===== src/rtl/seq_divider_16_pkg.sv =====
// Shared definitions for the sequential restoring divider: state encoding and default width.
package seq_divider_16_pkg;

    localparam int DIV_WIDTH = 16;

    typedef enum logic [1:0] {
        DIV_IDLE = 2'd0,
        DIV_RUN  = 2'd1,
        DIV_DONE = 2'd2
    } div_state_t;

endpackage


===== src/rtl/seq_divider_16_trial_subtractor.sv =====
// Trial subtraction on a carry-lookahead adder: minuend + ~subtrahend + 1.
// borrow is the inverted carry out, so borrow=1 means subtrahend > minuend.
module trial_subtractor #(
    parameter int N = 17
) (
    input  logic [N-1:0] minuend,
    input  logic [N-1:0] subtrahend,
    output logic [N-1:0] difference,
    output logic         borrow
);

    logic [N-1:0] b_op;
    logic [N-1:0] prop;
    logic [N-1:0] gen;
    logic [N:0]   carry;

    assign b_op = ~subtrahend;
    assign prop = minuend ^ b_op;
    assign gen  = minuend & b_op;

    // Carry chain from generate/propagate terms, carry-in tied high for two's complement.
    always_comb begin
        carry    = '0;
        carry[0] = 1'b1;
        for (int i = 0; i < N; i++) begin
            carry[i+1] = gen[i] | (prop[i] & carry[i]);
        end
    end

    assign difference = prop ^ carry[N-1:0];
    assign borrow     = ~carry[N];

endmodule


===== src/rtl/seq_divider_16.sv =====
// Iterative unsigned restoring divider, one quotient bit per clock, behind a start/done handshake.
// Handshake: start is sampled only in IDLE or DONE; done pulses for one cycle in DONE with results valid.
module seq_divider_16
    import seq_divider_16_pkg::*;
#(
    parameter int WIDTH = DIV_WIDTH
) (
    input  logic             clk,
    input  logic             rst,
    input  logic             start,
    input  logic [WIDTH-1:0] dividend,
    input  logic [WIDTH-1:0] divisor,
    output logic             busy,
    output logic             done,
    output logic [WIDTH-1:0] quotient,
    output logic [WIDTH-1:0] remainder,
    output logic             div_by_zero,
    output div_state_t       fsm_state
);

    localparam int CW = $clog2(WIDTH + 1);

    div_state_t       state;
    logic [WIDTH:0]   r_reg;
    logic [WIDTH-1:0] q_reg;
    logic [WIDTH-1:0] d_reg;
    logic [CW-1:0]    cnt;

    logic [WIDTH:0]   r_shift;
    logic [WIDTH:0]   r_trial;
    logic [WIDTH:0]   r_next;
    logic [WIDTH-1:0] q_next;
    logic             borrow;

    assign r_shift = {r_reg[WIDTH-1:0], q_reg[WIDTH-1]};

    trial_subtractor #(.N(WIDTH + 1)) u_sub (
        .minuend    (r_shift),
        .subtrahend ({1'b0, d_reg}),
        .difference (r_trial),
        .borrow     (borrow)
    );

    // Restore on borrow: keep the shifted remainder and shift a 0 into the quotient.
    assign r_next    = borrow ? r_shift : r_trial;
    assign q_next    = {q_reg[WIDTH-2:0], ~borrow};
    assign fsm_state = state;

    always_ff @(posedge clk) begin
        if (rst) begin
            state       <= DIV_IDLE;
            busy        <= 1'b0;
            done        <= 1'b0;
            div_by_zero <= 1'b0;
            quotient    <= '0;
            remainder   <= '0;
            cnt         <= '0;
            q_reg       <= '0;
            r_reg       <= '0;
            d_reg       <= '0;
        end else begin
            case (state)
                DIV_IDLE, DIV_DONE: begin
                    done <= 1'b0;
                    if (start) begin
                        if (divisor == '0) begin
                            state       <= DIV_DONE;
                            done        <= 1'b1;
                            div_by_zero <= 1'b1;
                            quotient    <= '1;
                            remainder   <= dividend;
                        end else begin
                            state       <= DIV_RUN;
                            busy        <= 1'b1;
                            div_by_zero <= 1'b0;
                            q_reg       <= dividend;
                            r_reg       <= '0;
                            d_reg       <= divisor;
                            cnt         <= CW'(WIDTH);
                        end
                    end else begin
                        state <= DIV_IDLE;
                    end
                end
                DIV_RUN: begin
                    r_reg <= r_next;
                    q_reg <= q_next;
                    cnt   <= cnt - 1'b1;
                    if (cnt == CW'(1)) begin
                        state     <= DIV_DONE;
                        busy      <= 1'b0;
                        done      <= 1'b1;
                        quotient  <= q_next;
                        remainder <= r_next[WIDTH-1:0];
                    end
                end
                default: begin
                    state <= DIV_IDLE;
                    busy  <= 1'b0;
                    done  <= 1'b0;
                end
            endcase
        end
    end

endmodule

===== config.mk =====
export PLATFORM = sky130hd
export DESIGN_NAME = seq_divider_16
export DESIGN_NICKNAME = d
export VERILOG_FILES = /design/src/rtl/seq_divider_16_pkg.sv /design/src/rtl/seq_divider_16_trial_subtractor.sv /design/src/rtl/seq_divider_16.sv
export SDC_FILE = /design/constraint.sdc
export NUM_CORES = 1
export LEC_CHECK = 0
export ABC_CLOCK_PERIOD_IN_PS = 7600
export CORE_AREA = 2 2 92 94
export DETAILED_ROUTE_END_ITERATION = 10
export DIE_AREA = 0 0 94 96
export DONT_BUFFER_PORTS = 1
export GPL_TIMING_DRIVEN = 0
export PLACE_DENSITY_LB_ADDON = 0.05
export SYNTH_ARGS = -nofsm -noshare
export SYNTH_HDL_FRONTEND = slang
export SYNTH_SLANG_ARGS = --single-unit

===== constraint.sdc =====
create_clock -name clk -period 7.6 [get_ports clk]
set_input_delay 1.14 -clock clk [delete_from_list [all_inputs] [get_ports clk]]
set_output_delay 1.14 -clock clk [all_outputs]
set_load 0.02 [all_outputs]

==> impl_results.rst <==
.. list-table::
   :header-rows: 1

   * - Metric
     - Value
   * - Outcome
     - complete, no violations
   * - CTS Sinks
     - 89
   * - Leak Pwr
     - 0.00182 uW
   * - Average wire per cell in the routed design
     - 17.5 um
   * - Via count of the first global-routing pass
     - 3430
   * - Critical path arrival
     - 7620 ps
   * - Starting utilization of the core area
     - 55.1%
   * - Nets in the synthesized netlist
     - 552
   * - Crit Path Class
     - reg2reg
   * - Period utilization
     - 96.3%
   * - Commonest non-fill, non-tap cell in the layout
     - sky130_fd_sc_hd__dfxtp_1
   * - Final weighted congestion in routability-driven placement
     - 0.870
   * - Number of warning messages in the yosys log
     - 0
   * - Wire length of the first global-routing pass
     - 17.6 mm
   * - Area occupied by multi-input gates
     - 0.00234 sq mm
   * - Top library cells by usage in the layout, fill and taps aside
     - sky130_fd_sc_hd__dfxtp_1 (89), sky130_fd_sc_hd__nand2_1 (62), sky130_fd_sc_hd__nor2_1 (54), sky130_fd_sc_hd__a21oi_1 (39), sky130_fd_sc_hd__inv_1 (37)
   * - Std-Cell Rows
     - 33
   * - Total gr overflow
     - 0
   * - Cell at the slowest stage of the critical path
     - sky130_fd_sc_hd__fa_1
   * - Maximum frequency from static timing analysis
     - 137 MHz
   * - Area of the mapped netlist
     - 0.00444 sq mm
   * - Global-route usage over all layers
     - 25.6%
   * - Critical R2R Launch
     - q_reg[15]
   * - Clock tree root driver cell
     - sky130_fd_sc_hd__clkbuf_8
   * - Finish-stage setup viols
     - 0
   * - Iteration count of the initial detailed-routing pass
     - 4
   * - Initial antenna violation count
     - 0
   * - Register area
     - 0.00178 sq mm
   * - Residual antenna-violating net count after detailed routing
     - 0
   * - Number of buffers inserted during clock tree synthesis
     - 9
   * - Die area
     - 0.00902 sq mm
   * - Fillers
     - 761
   * - Pre-CTS setup slack
     - -129 ps
   * - Layout-stage area growth over the synthesis result
     - 8.09%
   * - Drt first-iter violations
     - 186
   * - Cell area power density
     - 250 mW/mm^2
   * - Area of the placeable core
     - 0.00805 sq mm
   * - VDD IR max
     - 139 uV
   * - Setup Fix Bufs, Post-CTS
     - 0
   * - Via/cell ratio
     - 5.56
   * - HPWL after detailed placement
     - 8.25 mm
   * - Kind of capture point of the worst setup path
     - flip-flop
   * - Final Hold Viols
     - 0
   * - Final Non-Filler Cells
     - 619
   * - Share of final-layout standard cells stronger than drive strength 1
     - 12.3%
   * - Fraction of synthesized cell area taken by the top area cell type
     - 40.1%
   * - Layout Skew
     - 13.2 ps
   * - Clock tree from TritonCTS
     - done
   * - Final Slew Violations
     - 0
   * - Number of buffer cells added on primary ports
     - 0
   * - Biggest cell delay along the critical path
     - 400 ps
   * - Capture point of the worst reg-to-reg path
     - remainder[0]
   * - Critical path buffer and inverter count
     - 6
   * - Clock-pin transition on the worst setup and hold timing paths
     - 100 ps
   * - Seq/Total Area, Yosys
     - 40.1%
   * - Min setup slack post-route
     - 284 ps
   * - Die width
     - 94 um
   * - Clock Tree Buf Depth
     - 2
   * - Count of mapped cells out of synthesis
     - 499
   * - Post-layout minimum cycle time
     - 7320 ps
   * - R2r worst-path depth
     - 26
   * - Most area-hungry cell type in the Yosys netlist
     - sky130_fd_sc_hd__dfxtp_1
   * - H-tree depth
     - 3
   * - Syn Area/Cell
     - 8.89 sq um
   * - Maximum fanout along the worst path
     - 10
   * - Setup repair after global routing missed its margin
     - false
   * - Path class of the lowest-slack min-delay path
     - reg2reg
   * - Post-detailed-route DRC marker count
     - 0
   * - Distinct cells, synth
     - 35
   * - Total Routed Length
     - 10.8 mm
   * - Cell count after placement
     - 604
   * - Largest cells by area after synthesis
     - sky130_fd_sc_hd__dfxtp_1 (40%), sky130_fd_sc_hd__fa_1 (6.8%), sky130_fd_sc_hd__mux2i_1 (6.8%)
   * - Pin count of the biggest net entering global routing
     - 16
   * - WHS Path Cells
     - 2
   * - Number of register bits inferred by synthesis
     - 89
   * - Max_cap viols
     - 0
   * - Top Ports
     - 72
   * - Chip height
     - 96 um
   * - Insertion delay to the later sink of the worst-skew pair
     - 360 ps
   * - Final #Nets
     - 563
   * - Element type at the critical path start
     - flip-flop
   * - Vias
     - 3439
   * - WHS Endpoint
     - d_reg[4]
   * - Final cell utilization of the core
     - 59.6%
   * - Critical path data required time
     - 7900 ps
   * - Worst reg-to-reg setup slack
     - 280 ps
   * - Total Negative Setup Slacks
     - 0 ps
   * - Hold path startpoint
     - d_reg[4]
   * - Category of cells accounting for the largest share of critical-path delay
     - adder cells
   * - Antenna diode count
     - 0
   * - Cell mode on critical path
     - sky130_fd_sc_hd__fa_2
   * - Actual slew at the worst max-slew pin
     - 671 ps
   * - Worst relative slew slack
     - 55.3%
[metrics by stage]
| stage | total power (uW) | hold WS, ps | instance area (sq um) |
|---|---|---|---|
| 3_3_place_gp | 857 | 445 | 4570 |
| 4_1_cts | 1190 | 460 | 4780 |
| 6_report | 1200 | 458 | 4800 |
| 5_1_grt | 1270 | 478 | 4800 |
| 3_5_place_dp | 861 | 447 | 4570 |
| 2_1_floorplan | 786 | 436 | 4440 |
[final cells by class]
cell class	count	share of cell area (%)
inverter	37	2.90
clock inverter	6	1.46
multi-input combinational	333	48.8
buffer	40	4.38
clock buffer	9	2.58
tap	105	2.74
sequential	89	37.1
[worst max path at each step]
stage                          from            end  slack (ps)  depth (start not counted)
after floorplan           q_reg[15]  remainder[10]         400                         26
after global placement    q_reg[15]   remainder[0]        -130                         26
after detailed placement  q_reg[15]   remainder[0]        -130                         26
after CTS                 q_reg[15]  remainder[12]          30                         26
after global routing      q_reg[15]  remainder[12]          20                         26
final                     q_reg[15]   remainder[0]         280                         26
[timing repair]
action	CTS	global route
hold buffers	0	0
endpoints found under the setup margin	13	32
gates resized for setup	4	7
[power breakdown]
group	switching, uW	total (uW)	leakage, uW	internal [uW]
Combinational	189	335	0.00100	145
Sequential	36.4	536	0.000726	499
Clock	178	329	0.0000875	151
[worst register-to-register path, stage by stage, from the launching register on]
cell and delay (ps):
sky130_fd_sc_hd__dfxtp_1 340, sky130_fd_sc_hd__inv_1 70, sky130_fd_sc_hd__ha_1 130, sky130_fd_sc_hd__inv_1 40, sky130_fd_sc_hd__fa_1 390, sky130_fd_sc_hd__fa_2 350, sky130_fd_sc_hd__fa_2 350, sky130_fd_sc_hd__fa_2 350
sky130_fd_sc_hd__fa_1 390, sky130_fd_sc_hd__fa_2 360, sky130_fd_sc_hd__fa_1 390, sky130_fd_sc_hd__fa_1 400, sky130_fd_sc_hd__fa_2 360, sky130_fd_sc_hd__fa_1 390, sky130_fd_sc_hd__fa_2 350, sky130_fd_sc_hd__fa_2 350
sky130_fd_sc_hd__fa_1 370, sky130_fd_sc_hd__inv_1 80, sky130_fd_sc_hd__fa_1 160, sky130_fd_sc_hd__inv_1 60, sky130_fd_sc_hd__fa_2 350, sky130_fd_sc_hd__or2_2 290, sky130_fd_sc_hd__buf_6 160, sky130_fd_sc_hd__buf_6 160
sky130_fd_sc_hd__a211oi_2 310, sky130_fd_sc_hd__o21bai_1 180, sky130_fd_sc_hd__mux2i_1 150
[per-layer routing]
layer	vias to the layer above	global-route usage, %	wire length [um]
li1	1708	-	-
met1	1595	34.0	4950
met2	119	41.5	4920
met3	17	5.79	731
met5	-	0	0
met4	0	8.82	216
[logic make-up (layout without fill, tap and decap cells)]
logic type,count (synthesis),count (layout),synth area share (%)
AO/OA/AOI/OAI,113,113,18.4
adder cells (fa/ha/maj),18,18,7.61
buffers and inverters,77,92,7.87
flip-flops,89,89,40.1
multiplexers,30,30,6.77
AND/OR/NAND/NOR,172,172,19.3
[Yosys cell counts, drive strengths merged]
cell     n
o22ai   13
and4     1
dfxtp   89
a211oi  35
a21oi   39
o21a     1
nor4     5
o21bai   2
or2      1
fa      15
nor4b    1
clkbuf  21
ha       3
a31oi    3
nor2b   16
o21ai    4
and2     2
nand4    1
nand2   63
nand2b  19
a41o     1
nand3    2
inv     37
a211o   14
nor3     7
nor2    54
mux2i   30
a41oi    1
buf     19
(Power assumes the default switching activity.)
